===== config.mk =====
export PLATFORM = sky130hd
export DESIGN_NAME = dvbs2_frame_feeder
export DESIGN_NICKNAME = d
export VERILOG_FILES = /design/src/rtl/dvbs2_frame_feeder.sv
export SDC_FILE = /design/constraint.sdc
export NUM_CORES = 1
export LEC_CHECK = 0
export CAP_MARGIN = 10
export CORE_ASPECT_RATIO = 0.7
export CORE_MARGIN = 8
export CORE_UTILIZATION = 41
export CTS_BUF_LIST = sky130_fd_sc_hd__clkbuf_4 sky130_fd_sc_hd__clkbuf_8 sky130_fd_sc_hd__clkbuf_16
export CTS_CLUSTER_DIAMETER = 150
export DETAILED_ROUTE_END_ITERATION = 12
export PLACE_DENSITY_LB_ADDON = 0.1
export SLEW_MARGIN = 15
export SYNTH_ARGS = -nofsm -noshare
export SYNTH_HDL_FRONTEND = slang
export SYNTH_SLANG_ARGS = --single-unit

===== constraint.sdc =====
create_clock -name clk -period 5 [get_ports clk]
set_input_delay 0.75 -clock clk [delete_from_list [all_inputs] [get_ports clk]]
set_output_delay 0.75 -clock clk [all_outputs]
set_load 0.05 [all_outputs]

===== src/rtl/dvbs2_frame_feeder.sv =====
// dvbs2_frame_feeder: feeds TS bytes into the DVB-S2 baseband input one bit per enabled
// cycle, MSB first, tagging packet (UPL_BITS) and BB-frame (DFL_BITS) boundaries.
// Frames start only when the transmitter raises next_frame; packets may straddle frames.
//
// Ports:
//   clk, reset_n            system clock, asynchronous active-low reset
//   enable                  clock enable from the transmitter; low freezes all state
//   s_data/s_valid/s_ready  byte stream from the buffer (s_ready is combinational)
//   next_frame              transmitter ready for a new BB frame (level)
//   pkt_out                 registered {bit, pktStart, pktEnd, pktValid, frameStart, frameEnd}
//   busy                    high while a frame is being sent
//   frame_cnt               completed frames, wrapping
//   urun_cnt                underrun events, saturating
//   sync_err                (SYNC_CHECK_EN only) one-cycle pulse per dropped non-sync byte
//
// Optional feature macro: SYNC_CHECK_EN (packet-start sync byte check).
//
// An underrun event is a stall in SEND (no bit available) while the source has no byte
// to offer. The single fetch cycle after entering SEND with an empty shift register is
// not an underrun, since a byte is being accepted in that very cycle.
module dvbs2_frame_feeder #(
  parameter int unsigned UPL_BITS  = 1504,
  parameter int unsigned DFL_BITS  = 42960,
  parameter logic [7:0]  SYNC_BYTE = 8'h47
) (
  input  logic        clk,
  input  logic        reset_n,
  input  logic        enable,
  input  logic [7:0]  s_data,
  input  logic        s_valid,
  output logic        s_ready,
  input  logic        next_frame,
  output logic [5:0]  pkt_out,
  output logic        busy,
  output logic [15:0] frame_cnt,
  output logic [15:0] urun_cnt
`ifdef SYNC_CHECK_EN
  ,
  output logic        sync_err
`endif
);

  localparam int unsigned PW = $clog2(UPL_BITS);
  localparam int unsigned FW = $clog2(DFL_BITS);
  localparam logic [PW-1:0] PKT_LAST = PW'(UPL_BITS - 1);
  localparam logic [FW-1:0] FRM_LAST = FW'(DFL_BITS - 1);

  typedef enum logic {WAIT_NF = 1'b0, SEND = 1'b1} state_t;

  state_t          state_q, state_d;
  logic [PW-1:0]   pkt_bit_q, pkt_bit_d;
  logic [FW-1:0]   frm_bit_q, frm_bit_d;
  logic [7:0]      sr_q, sr_d;
  logic            have_q, have_d;
  logic [2:0]      idx_q, idx_d;
  logic            urun_act_q, urun_act_d;
  logic [5:0]      pkt_d;
  logic [15:0]     frame_cnt_d, urun_cnt_d;
  logic            take, load;
`ifdef SYNC_CHECK_EN
  logic            sync_err_d;
`else
  logic            unused_sync;
  assign unused_sync = ^SYNC_BYTE;
`endif

  // Accept a byte when the register is empty or its last bit leaves this cycle.
  assign s_ready = enable & (state_q == SEND) & (~have_q | (idx_q == 3'd7));
  assign take    = s_valid & s_ready;
  assign busy    = (state_q == SEND);

  // Next-state, bit emission and counter updates.
  always_comb begin
    state_d     = state_q;
    pkt_bit_d   = pkt_bit_q;
    frm_bit_d   = frm_bit_q;
    sr_d        = sr_q;
    have_d      = have_q;
    idx_d       = idx_q;
    urun_act_d  = urun_act_q;
    pkt_d       = 6'b0;
    frame_cnt_d = frame_cnt;
    urun_cnt_d  = urun_cnt;
    load        = 1'b0;
`ifdef SYNC_CHECK_EN
    sync_err_d  = 1'b0;
`endif
    if (enable) begin
      case (state_q)
        WAIT_NF: begin
          urun_act_d = 1'b0;
          if (next_frame) state_d = SEND;
        end
        SEND: begin
          if (have_q) begin
            pkt_d = {sr_q[7], (pkt_bit_q == '0), (pkt_bit_q == PKT_LAST), 1'b1,
                     (frm_bit_q == '0), (frm_bit_q == FRM_LAST)};
            pkt_bit_d  = (pkt_bit_q == PKT_LAST) ? '0 : pkt_bit_q + PW'(1);
            sr_d       = {sr_q[6:0], 1'b0};
            idx_d      = idx_q + 3'd1;
            urun_act_d = 1'b0;
            if (idx_q == 3'd7) have_d = 1'b0;
            if (frm_bit_q == FRM_LAST) begin
              frm_bit_d   = '0;
              frame_cnt_d = frame_cnt + 16'd1;
              state_d     = WAIT_NF;
            end else begin
              frm_bit_d = frm_bit_q + FW'(1);
            end
          end else if (!s_valid && !urun_act_q) begin
            urun_act_d = 1'b1;
            if (urun_cnt != 16'hFFFF) urun_cnt_d = urun_cnt + 16'd1;
          end
          // pkt_bit_d is the packet position of the first bit of the incoming byte.
          if (take) begin
            load = 1'b1;
`ifdef SYNC_CHECK_EN
            if ((pkt_bit_d == '0) && (s_data != SYNC_BYTE)) begin
              load       = 1'b0;
              sync_err_d = 1'b1;
            end
`endif
            if (load) begin
              sr_d   = s_data;
              have_d = 1'b1;
              idx_d  = 3'd0;
            end
          end
        end
        default: state_d = WAIT_NF;
      endcase
    end
  end

  // State and output registers.
  always_ff @(posedge clk or negedge reset_n) begin
    if (!reset_n) begin
      state_q    <= WAIT_NF;
      pkt_bit_q  <= '0;
      frm_bit_q  <= '0;
      sr_q       <= 8'h00;
      have_q     <= 1'b0;
      idx_q      <= 3'd0;
      urun_act_q <= 1'b0;
      pkt_out    <= 6'b0;
      frame_cnt  <= 16'h0000;
      urun_cnt   <= 16'h0000;
`ifdef SYNC_CHECK_EN
      sync_err   <= 1'b0;
`endif
    end else begin
      state_q    <= state_d;
      pkt_bit_q  <= pkt_bit_d;
      frm_bit_q  <= frm_bit_d;
      sr_q       <= sr_d;
      have_q     <= have_d;
      idx_q      <= idx_d;
      urun_act_q <= urun_act_d;
      pkt_out    <= pkt_d;
      frame_cnt  <= frame_cnt_d;
      urun_cnt   <= urun_cnt_d;
`ifdef SYNC_CHECK_EN
      sync_err   <= sync_err_d;
`endif
    end
  end

endmodule


==> impl_results.md <==
- IO Count: 53
- Die area: 12620 um^2
- Synth area leaders: dfrtp_1, xnor2_1, nand4_1, xor2_1, nand3_1
- Hold_buf cts: 0
- Clk Latency, worst-skew pair: 0.34 ns
- Max VDD drop: 0.2644 mV
- First-pass GRT wire length: 14.27 mm
- Final HPWL DP: 5.647 mm
- Placed Instances: 521
- Routability cong.: 0.7982
- Outcome: complete, no violations
- Critical Setup Path Class: in2out
- DRC errors left: 0
- Final instance area: 4763 um^2
- Most frequent cell after synthesis: dfrtp_1
- Antenna Cells: 0
- Antenna Nets Post-Route: 0
- Power per cell area: 408.1 nW/um^2
- Synth Flop Type: dfrtp_1
- Relative slew slack: 0.3189
- Post-synth EDFFs: 0
- Placed Area: 4415 um^2
- Clock-pin slew on the worst setup and hold paths: 0.06 ns
- Tmin final: 3.224 ns
- Final worst slack: 1.776 ns
- Layout cells sized above 1: 0.07022
- Worst Setup Start Kind: primary input
- Post-Synth Simple-Gate Area: 0.2385
- Worst-Margin Slew: 1.012 ns
- Largest family of logic cells by synthesized area: simple AND/OR/NAND/NOR gates
- Critical path endpoint category: output pin
- Crit share post-route: 0.6448
- Nets: 429
- Mux share of post-synthesis cell area: 0.008920
- Die width: 130.9 um
- Drt total wl: 8.269 mm
- P&R area growth vs syn: 25.77%
- Post-CTS setup buffer count: 0
- # fillers: 834
- Worst-path fanout max: 6
- Via count: 2816
- Yosys cell types: 38
- Port Buf Inserts: 52
- Max Clk Rate: 310.2 MHz
- Net Count, Synth: 376
- Initial antenna violation count: 0
- Row cnt: 29
- All-Layer GR Usage: 0.1437
- Number of global-route vias before repair: 2821
- Via-to-Cell Ratio: 5.244
- Largest net degree at the start of global routing: 80
- Worst EP required: 4.25 ns
- Non-Filler Instances: 537
- Share of the synthesized area in the top cell type: 0.5220
- TritonCTS clock tree: done
- DP Worst Slack: 1.720 ns
- Grt total ovfl: 0
- Register area share after synthesis: 0.5220
- DRT Pass-1 Iters: 4
- XOR/XNOR Fraction of Synth Area: 0.1087
- Synth top cells by count: dfrtp_1, xnor2_1, nand2_1
- Final Hold Viols: 0
- Compound-Gate Fraction of Synth Area: 0.07070
- Final Max Slew Viols: 0
- RSZ-0062 raised after global routing: no
- Crit path DAT: 2.47 ns
- Leakage: 2.097 nW
- Mapped Avg Cell Area: 10.67 um^2
- Max-cap violations: 0
- CTS Sinks: 79
- Adder-Cell Fraction of Synth Area: 0.02643
- Core footprint: 9035 um^2
- CTS H-tree lvls: 3
- Post_cts resized: 0
- Mapped Cells: 355
- Clock buffer depth: 2
- Synthesis Warnings: 0
- Async SR Flop Fraction: 1.000
- Hold Slack: 0.4834 ns
- Setup tns final: 0 ns
- CTS root buf: clkbuf_16
- Drt initial violations: 234
- Cts bufs inserted: 9
- Skew final: 0.004994 ns
- Setup Viol. Count Final: 0
- Largest area contributor in the netlist: dfrtp_1
- Wire per inst: 15.40 um
- Yosys reg bits: 79
- Min-Delay Path Class: reg2reg
- Die H: 96.42 um
- Mapped Area: 3787 um^2
- Initial Utilization: 0.4192
==> path summary, 6_finish.rpt <==
kind | from | end | slack [ns] | cells after the start
worst max-delay path | enable | s_ready | 1.78 | 4
worst min-delay path | sr_q[0] | sr_q[1] | 0.48 | 1
worst max register to register | busy | frame_cnt[1] | 2.60 | 5
worst min register to register | sr_q[0] | sr_q[1] | 0.48 | 1
max in group asynchronous | reset_n | urun_cnt[10] | 3.78 | 1
min in group asynchronous | reset_n | sr_q[0] | 0.57 | 1
==> power breakdown <==
group | switching [mW] | total, mW | internal, mW
Combinational | 0.199 | 0.353 | 0.154
Clock | 0.250 | 0.747 | 0.497
Sequential | 0.109 | 0.843 | 0.735
Total | 0.557 | 1.94 | 1.39
==> cells in the final DEF (no fill, tap or decap), drive strengths merged, types with 2 or more instances in the layout <==
master         instances
xor2                  15
ha                     8
bufinv                 2
nor2b                  2
and4                   6
nor4b                  4
nand2                 26
or4                    4
nor4                   9
nand3                 22
nor2                  21
nor3                   9
and2                   7
nand2b                 6
o21ai                 11
o31ai                  2
nand4                 22
and3                  11
mux2                   3
a21o                   7
or3                    3
a21oi                  4
a22o                   9
buf                    3
clkbuf                14
clkdlybuf4s50         51
nand4b                 2
xnor2                 32
nand3b                 2
inv                    9
dfrtp                 79
o211ai                 3
==> area by class of cell <==
type                       count  area [um^2]  area share
sequential                    79         1977      0.4150
tap                          124        155.1     0.03257
clock buffer                  14        287.8     0.06042
inverter                       9        33.78    0.007092
clock inverter                 2        60.06     0.01261
timing repair buffer          54        533.0      0.1119
multi-input combinational    255         1717      0.3604
==> flip-flops by register name, indices dropped and copies added (netlist names), 3 cells and up <==
register / flops
urun_cnt: 16
pkt_out: 6
pkt_bit_q: 11
frame_cnt: 16
idx_q: 3
sr_q: 8
frm_bit_q: 16
==> stage by stage <==
step	utilization	power, mW
2_1_floorplan	-	1.086
3_3_place_gp	0.4887	1.199
3_5_place_dp	0.4887	1.208
4_1_cts	0.5272	1.967
5_1_grt	0.5272	2.047
6_report	0.5272	1.944
==> cells by family (layout without fill, tap and decap cells) <==
group | Yosys count | in the layout
AO/OA/AOI/OAI | 39 | 39
XOR/XNOR | 47 | 47
adder cells (fa/ha/maj) | 8 | 8
buffers and inverters | 21 | 79
flip-flops | 79 | 79
multiplexers | 3 | 3
AND/OR/NAND/NOR | 158 | 158
==> critical path, cell delays in order <==
cell and delay [ns]:
clkdlybuf4s50_1 0.56, and2_1 0.22, and2_1 0.14, clkdlybuf4s50_1 0.80
==> metal layers <==
metal	track usage	routed length [um]
met5	0	0
met4	0.04282	89
met3	0.04660	484
met2	0.1962	3427
met1	0.2101	4268
Power figures use the tool's default switching activity.
